==> src/rtl/tt_um_hoene_manchester_encoder_pkg.sv <==
// Shared definitions for the Manchester encoder: FSM states, clamp default and
// the line polarity convention also used by the decoder.
package tt_um_hoene_manchester_encoder_pkg;

    typedef enum logic [1:0] {
        ST_IDLE   = 2'd0,
        ST_FIRST  = 2'd1,
        ST_SECOND = 2'd2
    } enc_state_t;

    localparam int MIN_HALF_DEFAULT = 2;

    // A logical 1 is a low-to-high transition in the middle of the bit cell.
    localparam logic ONE_IS_RISING = 1'b1;

    function automatic logic first_half_level(input logic b);
        return b ^ ONE_IS_RISING;
    endfunction

    function automatic logic second_half_level(input logic b);
        return ~(b ^ ONE_IS_RISING);
    endfunction

endpackage

==> src/rtl/tt_um_hoene_manchester_encoder_bit_fifo.sv <==
// One-bit-wide synchronous FIFO with show-ahead read data and a flush input.
// A push into a full FIFO is accepted when a pop happens in the same cycle.
module tt_um_hoene_bit_fifo #(
    parameter int DEPTH = 4
) (
    input  logic clk,
    input  logic rst_n,
    input  logic push,
    input  logic pop,
    input  logic flush,
    input  logic wr_data,
    output logic rd_data,
    output logic full,
    output logic empty
);
    localparam int AW = $clog2(DEPTH);

    logic [DEPTH-1:0] mem;
    logic [AW-1:0]    wr_ptr;
    logic [AW-1:0]    rd_ptr;
    logic [AW:0]      count;
    logic             wr_en;
    logic             rd_en;

    assign empty   = (count == '0);
    assign full    = (count == (AW+1)'(DEPTH));
    assign rd_en   = pop && !empty && !flush;
    assign wr_en   = push && (!full || rd_en) && !flush;
    assign rd_data = mem[rd_ptr];

    always_ff @(posedge clk) begin
        if (wr_en) begin
            mem[wr_ptr] <= wr_data;
        end
    end

    // Pointers wrap naturally because DEPTH is a power of two.
    always_ff @(posedge clk or negedge rst_n) begin
        if (!rst_n) begin
            wr_ptr <= '0;
            rd_ptr <= '0;
            count  <= '0;
        end else if (flush) begin
            wr_ptr <= '0;
            rd_ptr <= '0;
            count  <= '0;
        end else begin
            if (wr_en) begin
                wr_ptr <= wr_ptr + AW'(1);
            end
            if (rd_en) begin
                rd_ptr <= rd_ptr + AW'(1);
            end
            count <= count + (AW+1)'(wr_en) - (AW+1)'(rd_en);
        end
    end

endmodule

==> src/rtl/tt_um_hoene_manchester_encoder.sv <==
// Re-encodes the decoded bit stream as Manchester code on a single registered
// output pin, buffering bits in a small FIFO and regenerating the half-bit timing.
module tt_um_hoene_manchester_encoder
    import tt_um_hoene_manchester_encoder_pkg::*;
#(
    parameter int   FIFO_DEPTH = 4,
    parameter int   PW_WIDTH   = 6,
    parameter int   MIN_HALF   = MIN_HALF_DEFAULT,
    parameter logic IDLE_LEVEL = 1'b0
) (
    input  logic                clk,
    input  logic                rst_n,
    input  logic                in_data,
    input  logic                in_clk,
    input  logic                in_swap,
    input  logic                in_sync,
    input  logic [PW_WIDTH-1:0] in_pulsewidth,
    output logic                out,
    output logic                busy,
    output logic                overflow
);
    localparam logic [PW_WIDTH-1:0] MIN_H = PW_WIDTH'(MIN_HALF);

    enc_state_t          state_q, state_d;
    logic [PW_WIDTH-1:0] count_q, count_d;
    logic [PW_WIDTH-1:0] half_q, half_d;
    logic                bit_q, bit_d;
    logic                out_q, out_d;
    logic                sync_q;
    logic                overflow_q;

    logic                push;
    logic                flush;
    logic                pop;
    logic                can_pop;
    logic                fifo_data;
    logic                fifo_full;
    logic                fifo_empty;
    logic [PW_WIDTH-1:0] half_in;

    assign push    = in_clk && in_sync;
    assign flush   = sync_q && !in_sync;
    assign can_pop = !fifo_empty && !flush;
    assign half_in = (in_pulsewidth < MIN_H) ? MIN_H : in_pulsewidth;

    tt_um_hoene_bit_fifo #(
        .DEPTH(FIFO_DEPTH)
    ) u_fifo (
        .clk     (clk),
        .rst_n   (rst_n),
        .push    (push),
        .pop     (pop),
        .flush   (flush),
        .wr_data (in_data ^ in_swap),
        .rd_data (fifo_data),
        .full    (fifo_full),
        .empty   (fifo_empty)
    );

    // The output register is loaded with the level of the next cycle, so the
    // first half appears on the line the cycle after the pop.
    always_comb begin
        state_d = state_q;
        count_d = count_q;
        half_d  = half_q;
        bit_d   = bit_q;
        out_d   = out_q;
        pop     = 1'b0;
        case (state_q)
            ST_IDLE: begin
                out_d = IDLE_LEVEL;
                if (can_pop) begin
                    pop     = 1'b1;
                    bit_d   = fifo_data;
                    half_d  = half_in;
                    count_d = half_in - PW_WIDTH'(1);
                    out_d   = first_half_level(fifo_data);
                    state_d = ST_FIRST;
                end
            end
            ST_FIRST: begin
                if (count_q == '0) begin
                    count_d = half_q - PW_WIDTH'(1);
                    out_d   = second_half_level(bit_q);
                    state_d = ST_SECOND;
                end else begin
                    count_d = count_q - PW_WIDTH'(1);
                end
            end
            ST_SECOND: begin
                if (count_q != '0) begin
                    count_d = count_q - PW_WIDTH'(1);
                end else if (can_pop) begin
                    pop     = 1'b1;
                    bit_d   = fifo_data;
                    half_d  = half_in;
                    count_d = half_in - PW_WIDTH'(1);
                    out_d   = first_half_level(fifo_data);
                    state_d = ST_FIRST;
                end else begin
                    out_d   = IDLE_LEVEL;
                    state_d = ST_IDLE;
                end
            end
            default: begin
                out_d   = IDLE_LEVEL;
                state_d = ST_IDLE;
            end
        endcase
    end

    always_ff @(posedge clk or negedge rst_n) begin
        if (!rst_n) begin
            state_q <= ST_IDLE;
            count_q <= '0;
            half_q  <= MIN_H;
            bit_q   <= 1'b0;
            out_q   <= IDLE_LEVEL;
            sync_q  <= 1'b0;
        end else begin
            state_q <= state_d;
            count_q <= count_d;
            half_q  <= half_d;
            bit_q   <= bit_d;
            out_q   <= out_d;
            sync_q  <= in_sync;
        end
    end

    // A fresh lock clears the sticky flag in preference to a same-cycle drop.
    always_ff @(posedge clk or negedge rst_n) begin
        if (!rst_n) begin
            overflow_q <= 1'b0;
        end else if (!sync_q && in_sync) begin
            overflow_q <= 1'b0;
        end else if (push && fifo_full && !pop) begin
            overflow_q <= 1'b1;
        end
    end

    assign out      = out_q;
    assign busy     = (state_q != ST_IDLE) || !fifo_empty;
    assign overflow = overflow_q;

endmodule

==> config.mk <==
export PLATFORM = sky130hd
export DESIGN_NAME = tt_um_hoene_manchester_encoder
export DESIGN_NICKNAME = d
export VERILOG_FILES = /design/src/rtl/tt_um_hoene_manchester_encoder_pkg.sv /design/src/rtl/tt_um_hoene_manchester_encoder_bit_fifo.sv /design/src/rtl/tt_um_hoene_manchester_encoder.sv
export SDC_FILE = /design/constraint.sdc
export NUM_CORES = 1
export LEC_CHECK = 0
export ABC_CLOCK_PERIOD_IN_PS = 4400
export CAP_MARGIN = 20
export CORE_UTILIZATION = 59
export CTS_CLUSTER_DIAMETER = 200
export DETAILED_ROUTE_END_ITERATION = 10
export PLACE_DENSITY_LB_ADDON = 0.05
export SYNTH_ARGS = -nofsm -noshare
export SYNTH_HDL_FRONTEND = slang
export SYNTH_SLANG_ARGS = --single-unit
==> constraint.sdc <==
create_clock -name clk -period 4.4 [get_ports clk]
set_input_delay 1.1 -clock clk [delete_from_list [all_inputs] [get_ports clk]]
set_output_delay 1.1 -clock clk [all_outputs]
set_load 0.02 [all_outputs]
==> results of run 1 <==
==> path summary, 6_finish.rpt <==
path | endpoint | slack [ns] | cells past startpoint
max in group asynchronous | half_q[1]$_DFFE_PN1P_ | 2.97 | 2
max reg2reg | u_fifo.count[2]$_DFF_PN0_ | 1.53 | 13
max | u_fifo.count[2]$_DFF_PN0_ | 1.40 | 11
min in group asynchronous | half_q[5]$_DFFE_PN0P_ | 1.11 | 2
min | half_q[1]$_DFFE_PN1P_ | 0.49 | 2
min reg2reg | half_q[1]$_DFFE_PN1P_ | 0.49 | 2
==> cells in the final DEF (no fill, tap or decap), types with 4 or more instances in the layout <==
master / netlist / routed
sky130_fd_sc_hd__dfrtp_1: 24 / 24
sky130_fd_sc_hd__nand2_1: 18 / 18
sky130_fd_sc_hd__nor2_1: 14 / 14
sky130_fd_sc_hd__ha_1: 14 / 14
sky130_fd_sc_hd__clkdlybuf4s50_1: 0 / 14
sky130_fd_sc_hd__inv_1: 13 / 13
sky130_fd_sc_hd__xor2_1: 6 / 6
sky130_fd_sc_hd__xnor2_1: 6 / 6
sky130_fd_sc_hd__a21oi_1: 6 / 6
sky130_fd_sc_hd__and2_1: 5 / 5
sky130_fd_sc_hd__or3_1: 5 / 5
sky130_fd_sc_hd__mux2_4: 5 / 5
sky130_fd_sc_hd__o21ai_0: 5 / 5
sky130_fd_sc_hd__clkbuf_4: 0 / 5
sky130_fd_sc_hd__nor2b_1: 4 / 4
sky130_fd_sc_hd__nor3_2: 4 / 4
sky130_fd_sc_hd__nor3_1: 4 / 4
sky130_fd_sc_hd__edfxtp_1: 4 / 4
==> cell families (layout without fill, tap and decap cells) <==
family / after synthesis / count (layout)
adder cells (fa/ha/maj): 15 / 15
multiplexers: 8 / 8
AND/OR/NAND/NOR: 70 / 70
flip-flops: 29 / 29
AO/OA/AOI/OAI: 39 / 39
buffers and inverters: 16 / 37
XOR/XNOR: 12 / 12
==> power by group through the flow <==
| stage | sequential [uW] | clock, uW | combinational [uW] |
|---|---|---|---|
| 2_1_floorplan | 482 | 0 | 643 |
| 5_1_grt | 516 | 181 | 911 |
| 3_5_place_dp | 506 | 0 | 806 |
| 6_report | 500 | 164 | 810 |
| 3_3_place_gp | 500 | 0 | 780 |
| 4_1_cts | 500 | 168 | 811 |
==> per-layer routing <==
metal  wire, um  vias up  global-route usage
met5          0        -                   0
met2       1990       32               0.443
met3        145        5              0.0546
li1           -      707                   -
met4         36        0               0.116
met1       1700      712               0.319
==> metrics by stage <==
stage / utilization / total power (uW)
CTS: 0.702 / 1480
global placement: 0.684 / 1280
global route: 0.702 / 1610
finish: 0.702 / 1470
floorplan: - / 1120
detailed placement: 0.684 / 1310
==> Yosys cell counts (2+ instances only) <==
| cell type | instances |
|---|---|
| sky130_fd_sc_hd__nor2_1 | 14 |
| sky130_fd_sc_hd__nor3b_1 | 3 |
| sky130_fd_sc_hd__mux2_4 | 5 |
| sky130_fd_sc_hd__nor3_1 | 4 |
| sky130_fd_sc_hd__xor2_1 | 6 |
| sky130_fd_sc_hd__dfrtp_1 | 24 |
| sky130_fd_sc_hd__nor3_2 | 4 |
| sky130_fd_sc_hd__o21ai_0 | 5 |
| sky130_fd_sc_hd__o211ai_1 | 2 |
| sky130_fd_sc_hd__edfxtp_1 | 4 |
| sky130_fd_sc_hd__o21ai_1 | 3 |
| sky130_fd_sc_hd__or3_1 | 5 |
| sky130_fd_sc_hd__a22oi_1 | 3 |
| sky130_fd_sc_hd__mux2i_1 | 2 |
| sky130_fd_sc_hd__and2_1 | 5 |
| sky130_fd_sc_hd__inv_1 | 13 |
| sky130_fd_sc_hd__ha_1 | 14 |
| sky130_fd_sc_hd__nand2b_1 | 3 |
| sky130_fd_sc_hd__o221ai_1 | 2 |
| sky130_fd_sc_hd__a221o_1 | 3 |
| sky130_fd_sc_hd__nor2b_1 | 4 |
| sky130_fd_sc_hd__buf_2 | 2 |
| sky130_fd_sc_hd__xnor2_1 | 6 |
| sky130_fd_sc_hd__a21oi_1 | 6 |
| sky130_fd_sc_hd__nand3_1 | 3 |
| sky130_fd_sc_hd__o31ai_1 | 3 |
| sky130_fd_sc_hd__nand2_1 | 18 |
==> state kept, by name, summed over array words and instances, names as in the netlist <==
signal and cells:
u_fifo.rd_ptr 2, count_q 6, sync_q 1, state_q 2, u_fifo.wr_ptr 2, overflow 1, u_fifo.mem 4, u_fifo.count 3
out 1, bit_q 1, half_q 6
==> area by class of cell <==
cell class	instances	area share
Sequential cell	29	0.346
Multi-Input combinational cell	144	0.509
Tap cell	44	0.0255
Clock inverter	3	0.00811
Timing Repair Buffer	16	0.0718
Inverter	13	0.0226
Clock buffer	5	0.0174
==> worst max-delay path: cells and delay by family <==
kind          cells  cell delay [ns]
fa+ha+maj         3             0.78
simple gates      3             0.39
xor+xnor          2             0.30
buf+inv           3             0.65
==> out/summary.log, run 1 <==
INFO  timing         report.final.slew_viol_count=0
INFO  logic_synthesis synth_fa_ha_area_frac=0.102
INFO  layout         final_design_area_no_fill=2160um^2
INFO  timing         clock_skew_after_layout=0.0130ns
INFO  clock_network  post_cts_resized=0
INFO  layout         drive_gt1_frac=0.129
INFO  clock_network  clkSinkCount=29
INFO  logic_synthesis synth-seq-area-share=0.390
INFO  place          io_buffer_count=14
INFO  die            coreArea=3080um^2
INFO  critical_path  cp.required=4.63ns
INFO  logic_synthesis count_of_synthesis_stage_warnings_from_yosys=0
INFO  layout         footprint_of_the_multi_input_gates=1100um^2
INFO  logic_synthesis post_synth_main_area_contributors=sky130_fd_sc_hd__dfrtp_1, sky130_fd_sc_hd__ha_1, sky130_fd_sc_hd__edfxtp_1
INFO  global_route   grt_pass1_vias=1453
INFO  layout         final-seq-area=747um^2
INFO  timing         relSlewSlack=0.678
INFO  layout         areaGrowthSynthToFinish=12.7%
INFO  critical_path  cp_max_fo=5
INFO  die            num_rows=20
INFO  logic_synthesis yosys.area.top_type=sky130_fd_sc_hd__dfrtp_1
INFO  logic_synthesis flip_flop_and_latch_count_after_synthesis=29
INFO  logic_synthesis yosys.area_share.xor_xnor=0.0549
INFO  job            cap_viol_max_count=0
INFO  clock_network  cts-buffers-inserted=5
INFO  global_route   grt_first_pass_wirelength=6.60mm
INFO  power          p_sw_frac=0.446
INFO  power          power-per-cell-area=682nW/um^2
INFO  die            design.portCount=15
INFO  logic_synthesis post_synth.cell_area_avg=10.1um^2
INFO  drt            drc=0
INFO  power          power_frac_clock=0.111
INFO  clock_network  buffers_inserted_during_post_cts_setup_optimization=0
INFO  global_route   grt_overflow=0
INFO  timing         hold-worst-slack=0.486ns
INFO  drt            detail_route.iter0.violations=114
INFO  place          place.detailed.hpwl=2.87mm
INFO  critical_path  cp_slowest_stage_delay=0.54ns
INFO  die            start_util=0.622
INFO  drt            routed-via-count=1456
INFO  logic_synthesis synth_nets=216
INFO  place          place.detailed.instances=246
INFO  power          share_seq_of_total_power=0.339
INFO  power          internal_power=817uW
INFO  critical_path  worst_setup_path_start_kind=primary input
INFO  logic_synthesis synth-main-ff-cell=sky130_fd_sc_hd__dfrtp_1
INFO  place          gp_congestion=0.890
INFO  timing         max_clock_freq=333MHz
INFO  critical_path  cp-startpoint=in_sync
INFO  timing         worst_pin_slew=0.481ns
INFO  clock_network  clock_tree_from_tritoncts=done
INFO  logic_synthesis ys_types=50
INFO  clock_network  clock_tree.root_cell=sky130_fd_sc_hd__clkbuf_4
INFO  timing         post-route-period-util=0.682
INFO  critical_path  timing.rr.start=state_q[0]$_DFFE_PN0P_
INFO  critical_path  critPathArrivalTime=3.23ns
INFO  critical_path  path_cells=clkdlybuf4s50_1 -> nor2b_1 -> nor3_2 -> ha_1 -> inv_1 -> ha_1 -> inv_1 -> fa_1 -> xor2_1 -> xnor2_1 -> nor2_1
INFO  drt            wire_per_inst=15.2um
INFO  logic_synthesis synth.cell_area=1920um^2
INFO  global_route   grt_total_usage=0.261
INFO  die            die_area=3480um^2
INFO  global_route   grt_max_degree=26
INFO  clock_network  clk_transition_reported_paths=0.09ns
INFO  clock_network  cts-htree-levels=2
INFO  place          detailed_place.area=2100um^2
INFO  min_path       path_type_of_the_worst_min_delay_path=reg -> reg
INFO  critical_path  cp_slowest_cell=sky130_fd_sc_hd__clkdlybuf4s50_1
INFO  logic_synthesis post_synth_inst_count=189
INFO  logic_synthesis synth_compound_area_frac=0.149
INFO  drt            viasPerCell=5.73
INFO  layout         fill_cells=241
INFO  clock_network  post_cts_hold_buffer_count=0
INFO  timing         setup_viol=0
INFO  die            die_x=59.0um
INFO  clock_network  cts_buffer_depth=2
INFO  global_route   grt_antenna_before_repair=0
INFO  status         run_status=complete, no violations
INFO  logic_synthesis synth-edff-count=4
INFO  logic_synthesis simple_gate_fraction_of_synth_area=0.206
INFO  critical_path  element_type_at_the_critical_path_end=flip-flop
INFO  drt            finalWirelength=3.87mm
INFO  layout         finish.cell_count_without_fillers=254
INFO  drt            residual_antenna_violating_net_count_after_detailed_routing=0
INFO  logic_synthesis synth.top_cell.area_share=0.314
INFO  power          p_leak=0.000940uW
INFO  min_path       worstHoldStart=half_q[1]$_DFFE_PN1P_
INFO  critical_path  worstSetupPathType=in -> reg
INFO  clock_network  clk-insertion-delay-late=0.34ns
INFO  timing         post-route-min-period=3.00ns
INFO  power          vdd_drop_max=0.395mV
INFO  timing         fin_tns_setup=0ns
INFO  timing         final_critical_path_setup_slack=1.40ns
INFO  logic_synthesis async_reset_ff_frac=0.862
INFO  die            die_h=59.0um
INFO  power          fraction_of_power_consumed_by_combinational_cells=0.549
INFO  power          netSwitchingPower=657uW
INFO  logic_synthesis combinational_family_with_the_most_area_after_synthesis=simple AND/OR/NAND/NOR gates
INFO  drt            drt-pass1-iter-count=4
INFO  timing         setup_repair_after_global_routing_missed_its_margin=no
INFO  layout         insertedDiodeCount=0
INFO  timing         hold_viol=0
INFO  logic_synthesis yosys-mux-area-fraction=0.0614
INFO  place          dpl_worst_slack=1.05ns
INFO  layout         final_nets=236
No activity file was read; power rests on OpenSTA's default activity.
==> run 2: changes to the inputs <==
--- a/config.mk
+++ b/config.mk
@@ -5,9 +5,9 @@
 export SDC_FILE = /design/constraint.sdc
 export NUM_CORES = 1
 export LEC_CHECK = 0
-export ABC_CLOCK_PERIOD_IN_PS = 4400
+export ABC_CLOCK_PERIOD_IN_PS = 2690
 export CAP_MARGIN = 20
-export CORE_UTILIZATION = 59
+export CORE_UTILIZATION = 52
 export CTS_CLUSTER_DIAMETER = 200
 export DETAILED_ROUTE_END_ITERATION = 10
 export PLACE_DENSITY_LB_ADDON = 0.05
==> constraint.sdc (replaced) <==
create_clock -name clk -period 2.69 [get_ports clk]
set_input_delay 0.6725 -clock clk [delete_from_list [all_inputs] [get_ports clk]]
set_output_delay 0.6725 -clock clk [all_outputs]
set_load 0.02 [all_outputs]
==> run 2 against run 1 <==
- non-clock buffer count grew 15
- sequential power grew 63%
- sequential share of layout area shrank 2.9 points
- critical path depth grew 2
- clock power grew to 2.8 times the previous value
- register-to-register slack lost 1.4 ns
- first-iteration DRC count grew 13%
- flip-flop and latch count is the same
- critical path type is now reg -> reg
- largest power group unchanged
==> out/summary.log, run 2 (synthesis results as in run 1) <==
INFO  clock_network  clk-insertion-delay-late=0.28ns
INFO  layout         largest_registers=count_q x6, half_q x6, u_fifo.mem x4
INFO  job            cap_viol_max_count=0
INFO  min_path       path_type_of_the_worst_min_delay_path=reg -> reg
INFO  global_route   grt.busiest_layer=met2
INFO  global_route   grtUsageMet1=0.274
INFO  timing         relSlewSlack=0.709
INFO  status         run_status=complete, no violations
INFO  layout         layout.cells.most_common_list=sky130_fd_sc_hd__dfrtp_1, sky130_fd_sc_hd__nand2_1, sky130_fd_sc_hd__buf_4
INFO  global_route   grt_antenna_before_repair=0
INFO  die            num_rows=21
INFO  drt            drc=0
INFO  timing         max_clock_freq=390MHz
INFO  clock_network  cts_buffer_depth=2
INFO  layout         fill_cells=265
INFO  drt            residual_antenna_violating_net_count_after_detailed_routing=0
INFO  timing         clock_skew_after_layout=0.00510ns
INFO  die            die_area=3930um^2
INFO  clock_network  cts-buffers-inserted=5
INFO  global_route   grt_pass1_vias=1580
INFO  die            die_x=62.7um
INFO  timing         hold_viol=0
INFO  critical_path  critPathArrivalTime=2.74ns
INFO  power          vdd_drop_max=0.570mV
INFO  global_route   grt_first_pass_wirelength=7.13mm
INFO  layout         layout_commonest_cell=sky130_fd_sc_hd__dfrtp_1
INFO  drt            drt-pass1-iter-count=4
INFO  layout         final_design_area_no_fill=2360um^2
INFO  timing         post-route-min-period=2.56ns
INFO  power          p_leak=0.00103uW
INFO  layout         areaGrowthSynthToFinish=23.1%
INFO  drt            detail_route.iter0.violations=129
INFO  critical_path  worstSetupPathType=reg -> reg
INFO  drt            finalWirelength=4.17mm
INFO  die            design.portCount=15
INFO  timing         report.final.slew_viol_count=0
INFO  drt            wire_per_inst=15.4um
INFO  clock_network  cts-htree-levels=2
INFO  layout         final_nets=251
INFO  timing         fin_tns_setup=0ns
INFO  global_route   grt_total_usage=0.235
INFO  clock_network  clock_tree.root_cell=sky130_fd_sc_hd__clkbuf_8
INFO  timing         post-route-period-util=0.953
INFO  place          gp_congestion=0.893
INFO  global_route   global_route.usage.met2=0.414
INFO  global_route   grt_overflow=0
INFO  die            die_h=62.7um
INFO  drt            viasPerCell=5.70
INFO  critical_path  cp_max_fo=5
INFO  critical_path  cp.required=2.87ns
INFO  die            coreArea=3440um^2
INFO  clock_network  clk_transition_reported_paths=0.07ns
INFO  power          power-per-cell-area=1170nW/um^2
INFO  global_route   grt_max_degree=26
INFO  clock_network  clock_tree_from_tritoncts=done
INFO  timing         worst_pin_slew=0.437ns
INFO  timing         setup_viol=0
INFO  clock_network  clkSinkCount=29
INFO  place          io_buffer_count=14
INFO  place          place.detailed.hpwl=3.01mm
INFO  global_route   met3_usage=0.0547
INFO  layout         finalCoreUtilization=0.685
INFO  die            start_util=0.557
INFO  layout         drive_gt1_frac=0.204
INFO  place          detailed_place.area=2180um^2
INFO  layout         insertedDiodeCount=0
INFO  critical_path  element_type_at_the_critical_path_end=flip-flop
INFO  critical_path  worst_setup_path_start_kind=flip-flop
INFO  clock_network  post_cts_hold_buffer_count=0
INFO  drt            routed-via-count=1545
-- run 2: what timing repair did --
item	in CTS	in global routing
endpoints found under the hold margin	0	0
buffers inserted	0	5
endpoints found under the setup margin	0	1
gates resized for setup	0	6
-- run 2: worst paths after layout --
kind	slack, ns	end	start	depth (start not counted)
min in group asynchronous	0.77	count_q[3]$_DFFE_PN0P_	rst_n	2
max in group asynchronous	1.62	half_q[1]$_DFFE_PN1P_	rst_n	2
min reg2reg	0.48	half_q[1]$_DFFE_PN1P_	half_q[1]$_DFFE_PN1P_	2
max	0.13	u_fifo.count[2]$_DFF_PN0_	count_q[0]$_DFFE_PN0P_	13
max reg2reg	0.13	u_fifo.count[2]$_DFF_PN0_	count_q[0]$_DFFE_PN0P_	13
min	0.48	half_q[1]$_DFFE_PN1P_	half_q[1]$_DFFE_PN1P_	2
-- run 2: through the flow --
stage	total power [uW]	hold slack, ns	worst slack, ns	instances
floorplan	1840	0.377	0.0651	189
global placement	2160	0.469	-0.0964	258
detailed placement	2210	0.474	-0.189	258
CTS	2670	0.482	0.0732	266
global route	3000	0.513	-0.000286	271
finish	2770	0.479	0.127	271
-- run 2: layer usage --
metal	up-vias	wire length [um]
met3	9	186
li1	737	-
met4	0	63
met5	-	0
met1	761	1720
met2	38	2200
-- run 2: area by class of cell --
type                            instances  area (um^2)  area share
Clock buffer                            5         68.8      0.0292
Clock inverter                          3         41.3      0.0175
Inverter                               13         48.8      0.0207
Multi-Input combinational cell        144         1130       0.478
Sequential cell                        29          747       0.317
Tap cell                               46         57.6      0.0244
Timing Repair Buffer                   31          268       0.114
-- run 2: worst max-delay path: stages, from the launching register on --
cell                      delay [ns]
sky130_fd_sc_hd__dfrtp_1        0.43
sky130_fd_sc_hd__inv_1          0.11
sky130_fd_sc_hd__ha_2           0.21
sky130_fd_sc_hd__and3b_2        0.25
sky130_fd_sc_hd__a21oi_4        0.08
sky130_fd_sc_hd__nor3_4         0.21
sky130_fd_sc_hd__ha_1           0.25
sky130_fd_sc_hd__inv_1          0.05
sky130_fd_sc_hd__ha_1           0.12
sky130_fd_sc_hd__inv_1          0.05
sky130_fd_sc_hd__fa_2           0.34
sky130_fd_sc_hd__xor2_2         0.15
sky130_fd_sc_hd__xnor2_1        0.14
sky130_fd_sc_hd__nor2_1         0.05
-- run 2: power by group --
part	switching (uW)	leakage, uW	internal (uW)
clock network	184	0.0000518	272
logic	769	0.000636	729
registers	189	0.000347	625
